`src/rtl/pc_redirect_ctrl.sv`:
```
// OTTER program-counter sequencer: PC register, fetch handshake, next-PC select,
// misalignment trap, redirect flush and taken-redirect counter. Optional PC_INTR_EN adds interrupt entry.
module pc_redirect_ctrl #(
    parameter logic [31:0] RESET_VEC    = 32'h0000_0000,
    parameter int          FLUSH_CYCLES = 1,
    parameter int          CNT_W        = 16
) (
    input  logic             CLK,
    input  logic             RST,
    output logic             fetch_req,
    input  logic             fetch_ack,
    input  logic             exec_valid,
    input  logic [2:0]       op_class,
    input  logic             br_taken,
    input  logic [31:0]      br_target,
    input  logic [31:0]      jal_target,
    input  logic [31:0]      jalr_target,
    input  logic [31:0]      mtvec,
    input  logic [31:0]      mepc,
    output logic [31:0]      PC,
    output logic             redirect,
    output logic             flush,
    output logic             misalign_trap,
    output logic [CNT_W-1:0] redir_cnt
`ifdef PC_INTR_EN
    ,
    input  logic             intr,
    output logic             intr_taken,
    output logic [31:0]      epc_out
`endif
);

    localparam logic [1:0] ST_FETCH = 2'd0;
    localparam logic [1:0] ST_EXEC  = 2'd1;
    localparam logic [1:0] ST_FLUSH = 2'd2;

    localparam logic [2:0] OP_BRANCH = 3'd1;
    localparam logic [2:0] OP_JAL    = 3'd2;
    localparam logic [2:0] OP_JALR   = 3'd3;
    localparam logic [2:0] OP_MRET   = 3'd4;
    localparam logic [2:0] OP_ECALL  = 3'd5;

    // FLUSH is left when the down-counter reaches zero, so it is loaded with N-1.
    localparam logic [2:0] FLUSH_LOAD = 3'(FLUSH_CYCLES - 1);

    logic [1:0]       state_reg, state_next;
    logic [31:0]      pc_reg;
    logic [2:0]       flush_cnt_reg;
    logic             redirect_reg;
    logic             misalign_reg;
    logic [CNT_W-1:0] cnt_reg;

    logic [31:0] pc_plus4;
    logic [31:0] npc_raw;
    logic [31:0] npc;
    logic [31:0] pc_final;
    logic        is_jump;
    logic        misaligned;
    logic        retire;
    logic        take_redirect;

    // Bit 0 of the JALR target is architecturally discarded.
    logic unused_jalr_lsb;
    assign unused_jalr_lsb = jalr_target[0];

    assign pc_plus4 = pc_reg + 32'd4;
    assign retire   = (state_reg == ST_EXEC) && exec_valid;

    always_comb begin
        npc_raw = pc_plus4;
        is_jump = 1'b0;
        case (op_class)
            OP_BRANCH: begin
                if (br_taken) begin
                    npc_raw = br_target;
                    is_jump = 1'b1;
                end
            end
            OP_JAL: begin
                npc_raw = jal_target;
                is_jump = 1'b1;
            end
            OP_JALR: begin
                npc_raw = {jalr_target[31:1], 1'b0};
                is_jump = 1'b1;
            end
            OP_MRET: begin
                npc_raw = mepc;
                is_jump = 1'b1;
            end
            OP_ECALL: begin
                npc_raw = mtvec;
                is_jump = 1'b1;
            end
            default: begin
                npc_raw = pc_plus4;
                is_jump = 1'b0;
            end
        endcase
    end

    assign misaligned = (npc_raw[1:0] != 2'b00);
    assign npc        = misaligned ? mtvec : npc_raw;

`ifdef PC_INTR_EN
    logic        intr_pend_reg;
    logic        intr_fire;
    logic        intr_taken_reg;
    logic [31:0] epc_reg;

    // A misalignment trap wins; the interrupt stays pending for the next retirement.
    assign intr_fire = retire && !misaligned && (intr || intr_pend_reg);
    assign pc_final  = intr_fire ? mtvec : npc;

    always_ff @(posedge CLK) begin
        if (RST) begin
            intr_pend_reg  <= 1'b0;
            intr_taken_reg <= 1'b0;
            epc_reg        <= 32'h0;
        end else begin
            intr_taken_reg <= intr_fire;
            if (intr_fire) begin
                intr_pend_reg <= 1'b0;
                epc_reg       <= npc;
            end else if (intr) begin
                intr_pend_reg <= 1'b1;
            end
        end
    end

    assign intr_taken = intr_taken_reg;
    assign epc_out    = epc_reg;
`else
    localparam logic intr_fire = 1'b0;
    assign pc_final = npc;
`endif

    assign take_redirect = is_jump || misaligned || intr_fire;

    always_comb begin
        state_next = state_reg;
        case (state_reg)
            ST_FETCH: if (fetch_ack) state_next = ST_EXEC;
            ST_EXEC: begin
                if (exec_valid) state_next = take_redirect ? ST_FLUSH : ST_FETCH;
            end
            ST_FLUSH: if (flush_cnt_reg == 3'd0) state_next = ST_FETCH;
            default: state_next = ST_FETCH;
        endcase
    end

    always_ff @(posedge CLK) begin
        if (RST) begin
            state_reg     <= ST_FETCH;
            pc_reg        <= RESET_VEC;
            flush_cnt_reg <= 3'd0;
            redirect_reg  <= 1'b0;
            misalign_reg  <= 1'b0;
            cnt_reg       <= '0;
        end else begin
            state_reg    <= state_next;
            redirect_reg <= retire && take_redirect;
            misalign_reg <= retire && misaligned;
            if (retire) begin
                pc_reg <= pc_final;
                if (take_redirect) begin
                    flush_cnt_reg <= FLUSH_LOAD;
                    if (~&cnt_reg) cnt_reg <= cnt_reg + CNT_W'(1);
                end
            end else if (state_reg == ST_FLUSH && flush_cnt_reg != 3'd0) begin
                flush_cnt_reg <= flush_cnt_reg - 3'd1;
            end
        end
    end

    assign fetch_req     = (state_reg == ST_FETCH);
    assign flush         = (state_reg == ST_FLUSH);
    assign PC            = pc_reg;
    assign redirect      = redirect_reg;
    assign misalign_trap = misalign_reg;
    assign redir_cnt     = cnt_reg;

endmodule

```
`config.mk`:
```
export PLATFORM = sky130hd
export DESIGN_NAME = pc_redirect_ctrl
export DESIGN_NICKNAME = d
export VERILOG_FILES = /design/src/rtl/pc_redirect_ctrl.sv
export SDC_FILE = /design/constraint.sdc
export NUM_CORES = 1
export LEC_CHECK = 0
export ABC_AREA = 0
export CORE_MARGIN = 3
export CORE_UTILIZATION = 39
export CTS_BUF_LIST = sky130_fd_sc_hd__clkbuf_4 sky130_fd_sc_hd__clkbuf_8 sky130_fd_sc_hd__clkbuf_16
export CTS_CLUSTER_DIAMETER = 40
export DETAILED_ROUTE_END_ITERATION = 12
export GPL_ROUTABILITY_DRIVEN = 0
export PLACE_DENSITY = 0.78
export RECOVER_POWER = 25
export SYNTH_ARGS = -nofsm -noshare
export SYNTH_HDL_FRONTEND = slang
export SYNTH_SLANG_ARGS = --single-unit
```
`constraint.sdc`:
```
create_clock -name CLK -period 2.1 [get_ports CLK]
set_input_delay 0.21 -clock CLK [delete_from_list [all_inputs] [get_ports CLK]]
set_output_delay 0.21 -clock CLK [all_outputs]
set_load 0.03 [all_outputs]
```
==> impl_results.md, run 1 <==
- Synth Instances: 693
- Hold Crit Depth: 4
- Status: complete, no violations
- Worst-path clk slew: 0.08 ns
- CTS tree: built
- Critical path class: reg2reg
- Boundary pin count: 220
- Peak VDD IR: 0.377 mV
- Layout Area Growth over Synthesis: 61.8%
- Vias in the first global route: 6267
- Worst Path Required: 2.30 ns
- Antenna-violating nets left: 0
- Core Region: 12200 um2
- Register area: 1110 um2
- Worst Hold Path EP: misalign_trap
- Fin nets: 1119
- Layout cells sized above 1: 0.133
- Most frequent cells in the layout: clkdlybuf4s50_1, buf_4, nand2_1, nor2_1, dfxtp_1
- Initial Utilization: 0.407
- Yosys reg bits: 55
- Mean post-synth cell area: 7.17 um2
- Worst r2r src: PC[1]
- Height of the chip: 119 um
- Clk_lat worst skew: 0.30 ns
- Ys Warns: 0
- CTS max path bufs: 2
- Slew headroom: 0.116
- Post-synth EDFFs: 0
- Syn Nets: 865
- Crit path max fanout: 8
- Initial antenna violation count: 0
- P_leak: 3.01 nW
- Mapped Area: 4970 um2
- Worst Tran Pin Value: 1.33 ns
- Area occupied by multi-input gates: 3570 um2
- Commonest non-fill, non-tap cell in the layout: clkdlybuf4s50_1
- Final setup vio count: 0
- Via density: 5.84
- HP Start: RST
- Reg power frac: 0.344
- Slowest CP cell: a221o_2
- Total wire length: 21800 um
- Max incr delay on CP: 0.49 ns
- HPWL after DPL: 16800 um
- Min Clock Period, post-route: 2.08 ns
- Unique masters post-synth: 77
- GRT Resource Usage Total: 0.289
- Pint: 2.18 mW
- Row count: 40
- DRC: 0
- Dpl ws: -0.325 ns
- Placed cell count: 1107
- Vias: 6517
- Clock skew: 0.00689 ns
- Switch Pwr: 1.04 mW
- Hold Buf Count CTS: 0
- ANT cells: 0
- Inserted Clock Buffers: 5
- Power Density: 401 nW/um2
- Fin cells: 1116
- DR WL/cell: 19.5 um
- Root buf cell: clkbuf_16
- Max-Cap Viols: 0
- Gr ovfl total: 0
- Largest register FFs: 32
- First-pass GRT wire length: 33100 um
- Worst Reg-to-Reg Cells: 7
- Worst setup margin: 0.0247 ns
- IO buf count: 218
- Worst setup EP type: register
- RSZ-0062 raised after global routing: true
- H-tree Lvls: 2
- Clock power share: 0.265
- Primary FF master, synth: dfxtp_1
- Combinational share of power: 0.390
- Pin count of the biggest net entering global routing: 67
- Iter 0 DRT Violations: 613
- Max Slew Vio Count: 0
- Clock Sinks: 55
- Async set-reset flop share out of synthesis: 0
- Switching part of the total power: 0.322
- Cell family with most CP delay: compound AO/OA/AOI/OAI gates
- WP buf/inv: 1
- FMAX: 482 MHz
- Min-Delay Path Class: in2reg
- Flop2flop setup slack: 0.02 ns
- Arrival @ worst endpoint: 2.28 ns
- Final worst path period share: 0.988
- Cells along the critical path: nor3_2 -> a21oi_1 -> a221o_2 -> or3_4 -> buf_12 -> a221o_1 -> o311ai_1
- First-pass iteration count of the detailed router: 5
- Total die area: 14100 um2
- # fillers: 1110
- Die width: 119 um
- Startpoint Class: register
- Reg-to-Reg End: PC[24]
- Hold Vio Cnt, Final: 0
- Sequential fraction of the synthesis area: 0.222
## routing by layer
| layer | track usage | wire [um] | up-vias |
|---|---|---|---|
| met5 | 0 | 0 | - |
| met4 | 0.0862 | 710 | 0 |
| met3 | 0.0722 | 2280 | 57 |
| met2 | 0.489 | 10000 | 391 |
| met1 | 0.363 | 8780 | 2986 |
| li1 | - | - | 3083 |
## cells by family after synthesis
logic type	Yosys count	share of synthesized area
AND/OR/NAND/NOR	258	0.266
flip-flops	55	0.222
adder cells (fa/ha/maj)	4	0.0101
multiplexers	26	0.0546
XOR/XNOR	25	0.0441
AO/OA/AOI/OAI	239	0.333
buffers and inverters	86	0.0710
## cell type report
cell class,count,share of cell area
clock buffers,5,0.0156
clock inverters,3,0.00249
inverters,30,0.0140
multi-input cells,552,0.444
flip-flops and latches,55,0.138
well taps,168,0.0261
repair buffers,303,0.360
## cells in the mapped netlist (all sizes together) (8+ instances only)
master	n	area [um2]
mux2i	17	170
dfxtp	55	1100
nor3b	9	67.6
nand2	63	236
o32ai	8	70.1
nand3b	9	67.6
xor2	9	78.8
buf	24	120
a21oi	46	230
nor2b	22	140
mux2	9	101
xnor2	16	140
nand4	16	100
a2bb2oi	24	210
a31oi	9	56.3
nand3	19	95.1
nor2	63	236
nor3	15	85.1
o22ai	12	75.1
clkbuf	32	120
inv	29	109
o21ai	52	260
## stage by stage
stage | util | area, um2 | power, mW | setup TNS (ns) | hold WS (ns)
after floorplan | - | 4980 | 1.70 | -0.00640 | 0.354
after global placement | 0.639 | 7810 | 2.35 | -8.02 | 0.464
after detailed placement | 0.639 | 7810 | 2.35 | -9.48 | 0.481
after CTS | 0.652 | 7960 | 3.20 | 0 | 0.378
after global routing | 0.659 | 8040 | 3.35 | -0.207 | 0.390
final | 0.659 | 8040 | 3.22 | 0 | 0.369
## power by group through the flow
stage / clock [mW] / combinational [mW] / sequential (mW)
final: 0.855 / 1.26 / 1.11
after CTS: 0.861 / 1.23 / 1.11
after floorplan: 0 / 0.499 / 1.20
after global routing: 0.901 / 1.34 / 1.11
after detailed placement: 0 / 1.22 / 1.13
after global placement: 0 / 1.21 / 1.13
## worst max-delay path by stage
stage	depth (start not counted)	endpoint	startpoint	slack [ns]
global route	6	redir_cnt[4]	redir_cnt[1]	-0.06
finish	7	PC[24]	PC[1]	0.02
global placement	8	PC[29]	br_taken	-0.24
detailed placement	7	PC[5]	br_taken	-0.33
floorplan	6	redir_cnt[4]	redir_cnt[6]	-0.006
CTS	6	PC[24]	PC[0]	0.00004
## worst register-to-register path, delay by kind of cell (launching register included)
| kind | cells | cell delay (ns) |
|---|---|---|
| AOI/OAI and AO/OA | 4 | 0.89 |
| buffers and inverters | 1 | 0.16 |
| DFF | 1 | 0.35 |
| and+or+nand+nor | 2 | 0.58 |
## repair_timing
action | in CTS | in global routing
gates cloned | 0 | 1
pin swaps | 0 | 3
endpoints found under the setup margin | 2 | 25
buffers inserted | 0 | 0
resized for setup | 3 | 17
Power figures use the tool's default switching activity.
==> run 2, diff against run 1 <==
--- a/config.mk
+++ b/config.mk
@@ -14,6 +14,8 @@
 export GPL_ROUTABILITY_DRIVEN = 0
 export PLACE_DENSITY = 0.78
 export RECOVER_POWER = 25
+export SKIP_CTS_REPAIR_TIMING = 1
+export SLEW_MARGIN = 25
 export SYNTH_ARGS = -nofsm -noshare
 export SYNTH_HDL_FRONTEND = slang
 export SYNTH_SLANG_ARGS = --single-unit
==> impl_results.md, run 2 (synthesis gave the netlist of run 1 again) <==
- Total wire length: 21600 um
- Min-Delay Path Class: in2reg
- Height of the chip: 119 um
- Hold Crit Depth: 4
- Power Density: 401 nW/um2
- Root buf cell: clkbuf_16
- Startpoint Class: register
- Peak VDD IR: 0.382 mV
- Antenna-violating nets left: 0
- Tot Pwr: 3.21 mW
- FMAX: 482 MHz
- IO buf count: 218
- Pin count of the biggest net entering global routing: 67
- Switch Pwr: 1.03 mW
- Vias in the first global route: 6259
- M1 wire length: 8970 um
- Min Clock Period, post-route: 2.08 ns
- Reg power frac: 0.346
- Placed cell count: 1107
- First-pass GRT wire length: 33100 um
- DRC: 0
- Switching part of the total power: 0.322
- CTS max path bufs: 2
- ANT cells: 0
- DR WL/cell: 19.4 um
- Boundary pin count: 220
- Setup TNS: 0 ns
- Fin cells: 1116
- HPWL after DPL: 16800 um
- Pint: 2.18 mW
- Gr ovfl total: 0
- Worst setup EP type: register
- Crit path max fanout: 15
- Worst Path Required: 2.30 ns
- Clock power share: 0.267
- Initial antenna violation count: 0
- H-tree Lvls: 2
- Critical path class: reg2reg
- Slowest CP cell: a221o_2
- Top Metal Used: met4
- Max Slew Vio Count: 0
- WL met3: 2010 um
- Largest register FFs: 32
- Max incr delay on CP: 0.43 ns
- Max-Cap Viols: 0
- P_leak: 3.06 nW
- Vias: 6489
- Die width: 119 um
- Post-layout util: 0.656
- Layout cells sized above 1: 0.132
- First-pass iteration count of the detailed router: 4
- CTS tree: built
- # fillers: 1126
- Inserted Clock Buffers: 5
- Metal2 WL: 10100 um
- Core Region: 12200 um2
- Clk_lat worst skew: 0.30 ns
- Worst-path clk slew: 0.08 ns
- Combinational share of power: 0.388
- Post-DP Area: 7810 um2
- Worst Reg-to-Reg Cells: 6
- Slew headroom: 0.535
- Row count: 40
- Fin nets: 1119
- GRT Resource Usage Total: 0.289
- Total die area: 14100 um2
- Commonest non-fill, non-tap cell in the layout: clkdlybuf4s50_1
- RSZ-0062 raised after global routing: true
- Status: complete, no violations
- Iter 0 DRT Violations: 585
- Via density: 5.81
- Initial Utilization: 0.407
- Clock skew: 0.00673 ns
- Cells along the critical path: or2_2 -> a221o_2 -> or3_4 -> buf_12 -> a221o_1 -> o311ai_1
- Arrival @ worst endpoint: 2.28 ns
- Clock Sinks: 55
- Final worst path period share: 0.989
- Final setup vio count: 0
- Worst Tran Pin Value: 0.698 ns
- Post-route cell area: 8010 um2
- Layout Area Growth over Synthesis: 61.1%
- Most frequent cells in the layout: clkdlybuf4s50_1, buf_4, nand2_1, nor2_1, dfxtp_1
- Hold Vio Cnt, Final: 0
-- run 2: cell count changes in the layout (fill, tap and decap cells not counted), moves of 2 or more --
cell | previous run | this run
buf_4 | 74 | 78
dlygate4sd3_1 | 4 | 22
buf_6 | 4 | 2
clkdlybuf4s50_1 | 209 | 191
-- run 2: worst paths after layout --
path | startpoint | end | slack, ns
max reg2reg | PC[0] | PC[24] | 0.02
min | RST | misalign_trap | 0.38
max | PC[0] | PC[24] | 0.02
min reg2reg | flush_cnt_reg[0] | flush_cnt_reg[0] | 0.49
-- run 2: per-stage QoR --
step	worst slack, ns	hold slack [ns]
after detailed placement	-0.325	0.481
after CTS	-0.0718	0.378
after floorplan	-0.00640	0.354
after global placement	-0.242	0.464
after global routing	-0.0575	0.391
final	0.0241	0.377
-- run 2: metal layers --
layer / vias up / track usage
met2: 339 / 0.489
met5: - / 0
li1: 3084 / -
met1: 3019 / 0.365
met4: 0 / 0.0825
met3: 47 / 0.0712
-- run 2: area by class of cell --
class                   instances  area (um2)  area share
well taps                     168         210      0.0263
flip-flops and latches         55        1100       0.138
clock inverters                 3        20.0     0.00250
inverters                      30         113      0.0141
clock buffers                   5         125      0.0156
repair buffers                303        2870       0.359
multi-input cells             552        3560       0.445
-- run 2: power by group through the flow --
stage          sequential (mW)  combinational (mW)  clock [mW]
3_5_place_dp              1.13                1.22           0
2_1_floorplan             1.20               0.499           0
4_1_cts                   1.11                1.23       0.861
6_report                  1.11                1.25       0.856
5_1_grt                   1.11                1.33       0.901
3_3_place_gp              1.13                1.21           0
-- run 2: critical path: cells and delay by family (launching register included) --
kind                   cells  cell delay, ns
AO/OA/AOI/OAI              3            0.77
buffers and inverters      1            0.16
AND/OR/NAND/NOR            2            0.70
flip-flops                 1            0.35
==> run 3, diff against run 2 <==
--- a/config.mk
+++ b/config.mk
@@ -13,7 +13,7 @@
 export DETAILED_ROUTE_END_ITERATION = 12
 export GPL_ROUTABILITY_DRIVEN = 0
 export PLACE_DENSITY = 0.78
-export RECOVER_POWER = 25
+export RECOVER_POWER = 100
 export SKIP_CTS_REPAIR_TIMING = 1
 export SLEW_MARGIN = 25
 export SYNTH_ARGS = -nofsm -noshare
==> constraint.sdc (replaced) <==
create_clock -name CLK -period 1.9 [get_ports CLK]
set_input_delay 0.19 -clock CLK [delete_from_list [all_inputs] [get_ports CLK]]
set_output_delay 0.19 -clock CLK [all_outputs]
set_load 0.03 [all_outputs]
==> impl_results.md, run 3 (synthesis gave the netlist of run 1 again) <==
- Total wire length: 23700 um
- Fin cells: 1136
- Iter 0 DRT Violations: 696
- Worst Reg-to-Reg Cells: 9
- Die width: 119 um
- Largest register FFs: 32
- Grt peak-use layer: met2
- Antenna-violating nets left: 0
- Worst setup EP type: register
- Post-layout util: 0.697
- Inserted Clock Buffers: 5
- Total die area: 14100 um2
- FMAX: 480 MHz
- Fin nets: 1139
- Clock skew: 0.00991 ns
- Peak VDD IR: 0.445 mV
- CTS max path bufs: 2
- Row count: 40
- Via density: 6.08
- Root buf cell: clkbuf_16
- Most frequent cells in the layout: clkdlybuf4s50_1, buf_4, nand2_1, nor2_1, dlygate4sd3_1
- Violated checks: negative setup slack
- Status: finished, violations left
- Layout Area Growth over Synthesis: 71.3%
- Height of the chip: 119 um
- Reg power frac: 0.329
- DR WL/cell: 20.9 um
- DRC: 0
- Clock Sinks: 55
- Min-Delay Path Class: in2reg
- Dpl ws: -0.534 ns
- Commonest non-fill, non-tap cell in the layout: clkdlybuf4s50_1
- Worst Path Required: 2.11 ns
- HPWL after DPL: 17900 um
- Worst Tran Pin Value: 0.767 ns
- Crit path max fanout: 7
- # fillers: 971
- Vias: 6910
- Hold Vio Cnt, Final: 0
- Clock power share: 0.258
- CTS tree: built
- First-pass GRT wire length: 35400 um
- Vias in the first global route: 6742
- Worst setup margin: -0.185 ns
- Power Density: 434 nW/um2
- P_leak: 3.33 nW
- Final hold slack: 0.423 ns
- Switching part of the total power: 0.327
- Layout cells sized above 1: 0.218
- Worst-path clk slew: 0.07 ns
- Switch Pwr: 1.21 mW
- ANT cells: 0
- GRT Resource Usage Total: 0.307
- Core Region: 12200 um2
- Initial Utilization: 0.407
- H-tree Lvls: 2
- Startpoint Class: register
- Arrival @ worst endpoint: 2.30 ns
- Min Clock Period, post-route: 2.09 ns
- Placed cell count: 1119
- M2 GR Usage: 0.519
- RSZ-0062 raised after global routing: true
- First-pass iteration count of the detailed router: 7
- Gr ovfl total: 0
- Initial antenna violation count: 0
- Pint: 2.49 mW
- Combinational share of power: 0.412
- Final setup vio count: 39
- Clk_lat worst skew: 0.30 ns
- Post-route cell area: 8510 um2
- IO buf count: 218
- Max Slew Vio Count: 0
- Hold Crit Depth: 4
- Boundary pin count: 220
- Met1 Use GR: 0.372
- Pin count of the biggest net entering global routing: 67
- Slew headroom: 0.489
- Post-DP Area: 8020 um2
- Area occupied by multi-input gates: 3880 um2
- Max-Cap Viols: 0
- Final worst path period share: 1.10
- Critical path class: reg2reg
- Met3 usage: 0.0708
- Register area: 1160 um2
run 3: metrics by stage:
stage | total power [mW] | TNS, ns
finish | 3.70 | -2.78
global route | 3.83 | -4.94
CTS | 3.57 | -6.48
detailed placement | 2.63 | -22.62
global placement | 2.60 | -20.34
floorplan | 1.90 | -0.103
run 3: path summary, 6_finish.rpt:
check,start,endpoint,slack [ns]
setup / recovery,PC[1],PC[12],-0.19
hold / removal,RST,misalign_trap,0.42
setup reg to reg,PC[1],PC[12],-0.19
hold reg to reg,flush_cnt_reg[0],flush_cnt_reg[0],0.50
run 3: metal layers:
metal | share of wire | vias up
met5 | 0 | -
met3 | 0.10 | 96
li1 | - | 3124
met2 | 0.47 | 485
met1 | 0.37 | 3205
met4 | 0.050 | 0
run 3: cell type report:
type                    instances  share of cell area
flip-flops and latches         55               0.136
inverters                      30              0.0132
multi-input cells             553               0.456
clock inverters                 1            0.000588
repair buffers                322               0.353
clock buffers                   7              0.0165
well taps                     168              0.0247
run 3: power by group through the flow:
stage | combinational (mW) | clock [mW] | sequential (mW)
2_1_floorplan | 0.575 | 0 | 1.32
3_3_place_gp | 1.36 | 0 | 1.24
3_5_place_dp | 1.39 | 0 | 1.24
4_1_cts | 1.39 | 0.958 | 1.22
5_1_grt | 1.61 | 0.997 | 1.22
6_report | 1.53 | 0.955 | 1.22
run 3: critical path, cell delays in order (launching register included):
cell	delay, ns
dfxtp_4	0.36
nor3_4	0.16
a21oi_2	0.06
a221o_2	0.46
buf_6	0.16
nor2_4	0.19
buf_6	0.18
buf_4	0.11
o21ai_0	0.11
o21ai_1	0.22
